--- src/rtl/lcd_spi_write.sv ---
// ============================================================================
// Module      : lcd_spi_write
// Description : Serial write engine for a 4-wire SPI LCD port (CS/DC/MOSI/SCK).
//               Sends one 9-bit word {dc, byte} MSB-first in SPI mode 0.
// Revision    : 1.0 - initial release
// ============================================================================
`default_nettype none

module lcd_spi_write #(
  parameter int CLK_DIV = 2
) (
  input  logic       sys_clk_50MHz,
  input  logic       sys_rst_n,
  input  logic       en_write,
  input  logic [8:0] data,
  output logic       wr_done,
  output logic       busy,
  output logic       lcd_cs,
  output logic       lcd_dc,
  output logic       lcd_sclk,
  output logic       lcd_mosi
);

  typedef enum logic [1:0] {
    IDLE  = 2'd0,
    SETUP = 2'd1,
    SHIFT = 2'd2,
    DONE  = 2'd3
  } state_t;

  localparam logic [7:0] c_half_last = 8'(CLK_DIV - 1);

  state_t      r_state;
  logic [7:0]  r_half;
  logic [3:0]  r_phase;
  logic [7:0]  r_shift;

  always_ff @(posedge sys_clk_50MHz or negedge sys_rst_n) begin
    if (!sys_rst_n) begin
      r_state  <= IDLE;
      r_half   <= '0;
      r_phase  <= '0;
      r_shift  <= '0;
      wr_done  <= 1'b0;
      busy     <= 1'b0;
      lcd_cs   <= 1'b1;
      lcd_dc   <= 1'b0;
      lcd_sclk <= 1'b0;
      lcd_mosi <= 1'b0;
    end else begin
      case (r_state)
        IDLE: begin
          if (en_write) r_state <= SETUP;
        end
        SETUP: begin
          r_shift  <= data[7:0];
          lcd_dc   <= data[8];
          lcd_cs   <= 1'b0;
          lcd_mosi <= data[7];
          lcd_sclk <= 1'b0;
          busy     <= 1'b1;
          r_half   <= '0;
          r_phase  <= '0;
          r_state  <= SHIFT;
        end
        SHIFT: begin
          if (r_half == c_half_last) begin
            r_half  <= '0;
            r_phase <= r_phase + 4'd1;
            if (!r_phase[0]) begin
              lcd_sclk <= 1'b1;
            end else begin
              // Falling SCK edge: present the next lower bit for the next rise.
              lcd_sclk <= 1'b0;
              r_shift  <= {r_shift[6:0], 1'b0};
              lcd_mosi <= r_shift[6];
            end
            if (r_phase == 4'd15) begin
              r_state  <= DONE;
              wr_done  <= 1'b1;
              lcd_cs   <= 1'b1;
              lcd_mosi <= 1'b0;
            end
          end else begin
            r_half <= r_half + 8'd1;
          end
        end
        DONE: begin
          wr_done <= 1'b0;
          busy    <= 1'b0;
          r_state <= IDLE;
        end
        default: r_state <= IDLE;
      endcase
    end
  end

endmodule

`default_nettype wire

--- config.mk ---
export PLATFORM = sky130hd
export DESIGN_NAME = lcd_spi_write
export DESIGN_NICKNAME = d
export VERILOG_FILES = /design/src/rtl/lcd_spi_write.sv
export SDC_FILE = /design/constraint.sdc
export NUM_CORES = 1
export LEC_CHECK = 0
export ABC_AREA = 1
export CAP_MARGIN = 20
export CORE_MARGIN = 2
export CORE_UTILIZATION = 62
export CTS_BUF_LIST = sky130_fd_sc_hd__clkbuf_4
export DETAILED_ROUTE_END_ITERATION = 16
export MAX_ROUTING_LAYER = met4
export PLACE_DENSITY = 0.86
export SYNTH_ARGS = -nofsm -noshare
export SYNTH_HDL_FRONTEND = slang
export SYNTH_SLANG_ARGS = --single-unit
--- constraint.sdc ---
create_clock -name sys_clk_50MHz -period 3.05 [get_ports sys_clk_50MHz]
set_input_delay 0.61 -clock sys_clk_50MHz [delete_from_list [all_inputs] [get_ports sys_clk_50MHz]]
set_output_delay 0.61 -clock sys_clk_50MHz [all_outputs]
set_load 0.005 [all_outputs]
==> results_dict.tcl <==
set metrics [dict create \
    wire_per_inst_um 12.6 \
    hp-start "lcd_cs" \
    crit_buf_inv 1 \
    drive_gt1_frac 0.170 \
    rr_startpoint "r_state[0]" \
    synth_top_area_frac 0.385 \
    synth_ff_type "dfrtp_1" \
    yosysWarnings 0 \
    startpoint_type "flip-flop" \
    skew_ns 0.0155 \
    met3_usage 0.0269 \
    vias_per_cell 5.42 \
    diodes 0 \
    synthTopCellsByArea "dfrtp_1, nand2_1, nand3_2" \
    synthesis.nets 225 \
    synthCells 206 \
    cts_made_buffers 3 \
    syn2layout_area_growth_pct 12.5 \
    layout.nets 243 \
    period_needed_ns 1.97 \
    timing.final.crit_share 0.646 \
    crit_cells 1 \
    route.detailed.drc 0 \
    yosys_register_bits 26 \
    yosysSeqAreaShare 0.401 \
    seq_area_um2 652 \
    dp_hpwl_um 2390 \
    cts_tree "yes" \
    ant_nets 0 \
    post_cts_buffers 0 \
    critical_path.max_stage_delay_ns 0.55 \
    critPathCaptureType "primary output" \
    initial_core_util 0.656 \
    rsz0062_at_grt "false" \
    grt.met1_usage 0.277 \
    synthArstFlopShare 1.00 \
    ir_drop_mv 0.614 \
    grt.busiest_layer "met2" \
    clockRootBuffer "clkbuf_4" \
    cts.repair.resized 0 \
    drt_wl_total_um 3190 \
    crit_required_ns 2.44 \
    coreArea_mm2 0.00248 \
    rows 18 \
    htree_num_levels 1 \
    synth_enable_flop_cells 0 \
    grt_pass1_vias 1302 \
    port_buffers 17 \
    hold_violations 0 \
    fin_tns_setup_ns 0 \
    leakage_nw 0.936 \
    cp_cell_sequence "clkdlybuf4s50_1" \
    grt.total_usage 0.253 \
    status "complete, no violations" \
    min-delay-path-class "reg2reg" \
    cap_violations 0 \
    cp_top_family "buffers and inverters" \
    relSlewSlack 0.620 \
    hold_buffers 0 \
    crit_fanout 6 \
    power_mw 1.64 \
    synth_top_area_cell "dfrtp_1" \
    die_y_um 55.2 \
    power-per-cell-area_mw_per_mm2 897 \
    grt.overflow.total 0 \
    r2r-end "r_half[6]" \
    setup_violations 0 \
    crit_path_top_delay_cell "clkdlybuf4s50_1" \
    multi_input_area_um2 855 \
    r2r_cells 8 \
    tightest_slew_ns 0.570 \
    vias 1370 \
    max_freq_mhz 507 \
    drtIter0Drc 60 \
    dieArea_mm2 0.00304 \
    grt_use_met2 0.466 \
    clk_pin_slew_ns 0.13 \
    critPathCapture "lcd_sclk" \
    synth_commonest_cells "nand2_1, dfrtp_1, nor2_1, nand3_1, nand3_2" \
    cts_sinks 26 \
    critPathLaunch "lcd_sclk" \
    die_x_um 55.2 \
    grt_pass1_wl_um 5400 \
    antenna_found_initial 0 \
    worstSetupPathType "reg2out" \
    r2r_setup_slack_ns 1.17 \
    syn_area_mm2 0.00162 \
    cp.arrival_ns 1.36 \
    gp_congestion 0.827 \
    synth.avg_cell_area_um2 7.88 \
    grt_start_max_net_pins 27 \
    yosysUniqueCellTypes 26 \
    drtPass1Iterations 4 \
    io_pins 18 \
    timing.final.max_slew_violations 0 \
    clock_latency_ns 0.32 \
    ctsLongestPathBuffers 2 \
    synth_most_common_cell "nand2_1" \
    fillers 207 \
]
kinds of logic (layout without fill, tap and decap cells):
| family | count (synthesis) | count (layout) | share of synthesized area |
|---|---|---|---|
| AOI/OAI and AO/OA | 4 | 4 | 0.0123 |
| muxes | 1 | 1 | 0.00693 |
| adders and majority gates | 7 | 7 | 0.0539 |
| DFF | 26 | 26 | 0.401 |
| and+or+nand+nor | 142 | 142 | 0.442 |
| xor gates and xnor gates | 2 | 2 | 0.0108 |
| buffers and inverters | 24 | 41 | 0.0724 |
power breakdown:
group | internal (mW) | switching (mW)
Sequential | 0.456 | 0.0765
Clock | 0.0600 | 0.0990
Combinational | 0.351 | 0.597
Total | 0.867 | 0.772
layer usage:
layer,routed length [um],vias up,share of wire
li1,-,678,-
met3,149,8,0.047
met1,1310,634,0.41
met4,44,0,0.014
met2,1680,50,0.53
met5,0,-,0
per-stage QoR:
step                      instance area (um2)  setup WS (ns)  hold slack (ns)  utilization  instances
after global routing                     1830           1.01            0.484        0.737        253
after floorplan                          1620           1.65            0.314            -        206
after detailed placement                 1800           1.21            0.453        0.725        249
final                                    1830           1.08            0.471        0.737        253
after global placement                   1800           1.35            0.452        0.725        249
after CTS                                1830           1.07            0.473        0.737        253
state kept, by name, summed over array words and instances, names as in the netlist:
signal,flops
busy,1
lcd_cs,1
lcd_dc,1
lcd_mosi,1
lcd_sclk,1
r_half,8
r_phase,3
r_shift,7
r_state,2
wr_done,1
worst min-delay path by stage:
stage	end	slack, ns	cells after the start
final	lcd_cs	0.47	2
after global routing	lcd_cs	0.48	2
after CTS	lcd_cs	0.47	2
after detailed placement	lcd_cs	0.45	2
after global placement	lcd_cs	0.45	2
after floorplan	busy	0.31	0
layout by cell type, fill, tap and decap left out, types with 2 or more instances in the layout:
cell type / count
nor2_4: 3
xor2_1: 2
clkbuf_4: 4
nand2_1: 79
clkdlybuf4s50_1: 17
nand2_4: 3
nor2_1: 19
nand3_1: 16
nand4_1: 6
inv_1: 8
buf_4: 2
ha_1: 7
a21oi_1: 2
dfrtp_1: 25
nand3_2: 10
nor2_2: 2
inv_2: 9
layout make-up:
class                      instances  area share
timing repair buffer              19       0.101
multi-input combinational        156       0.468
sequential                        26       0.357
clock buffer                       4      0.0164
inverter                          18      0.0370
tap                               30      0.0205
worst reg2reg max path: cells and delay by family, from the launching register on:
kind          cells  cell delay, ns
fa+ha+maj         1            0.66
simple gates      5            0.52
flops             1            0.43
buf+inv           2            0.22
No activity file was read; power rests on OpenSTA's default activity.
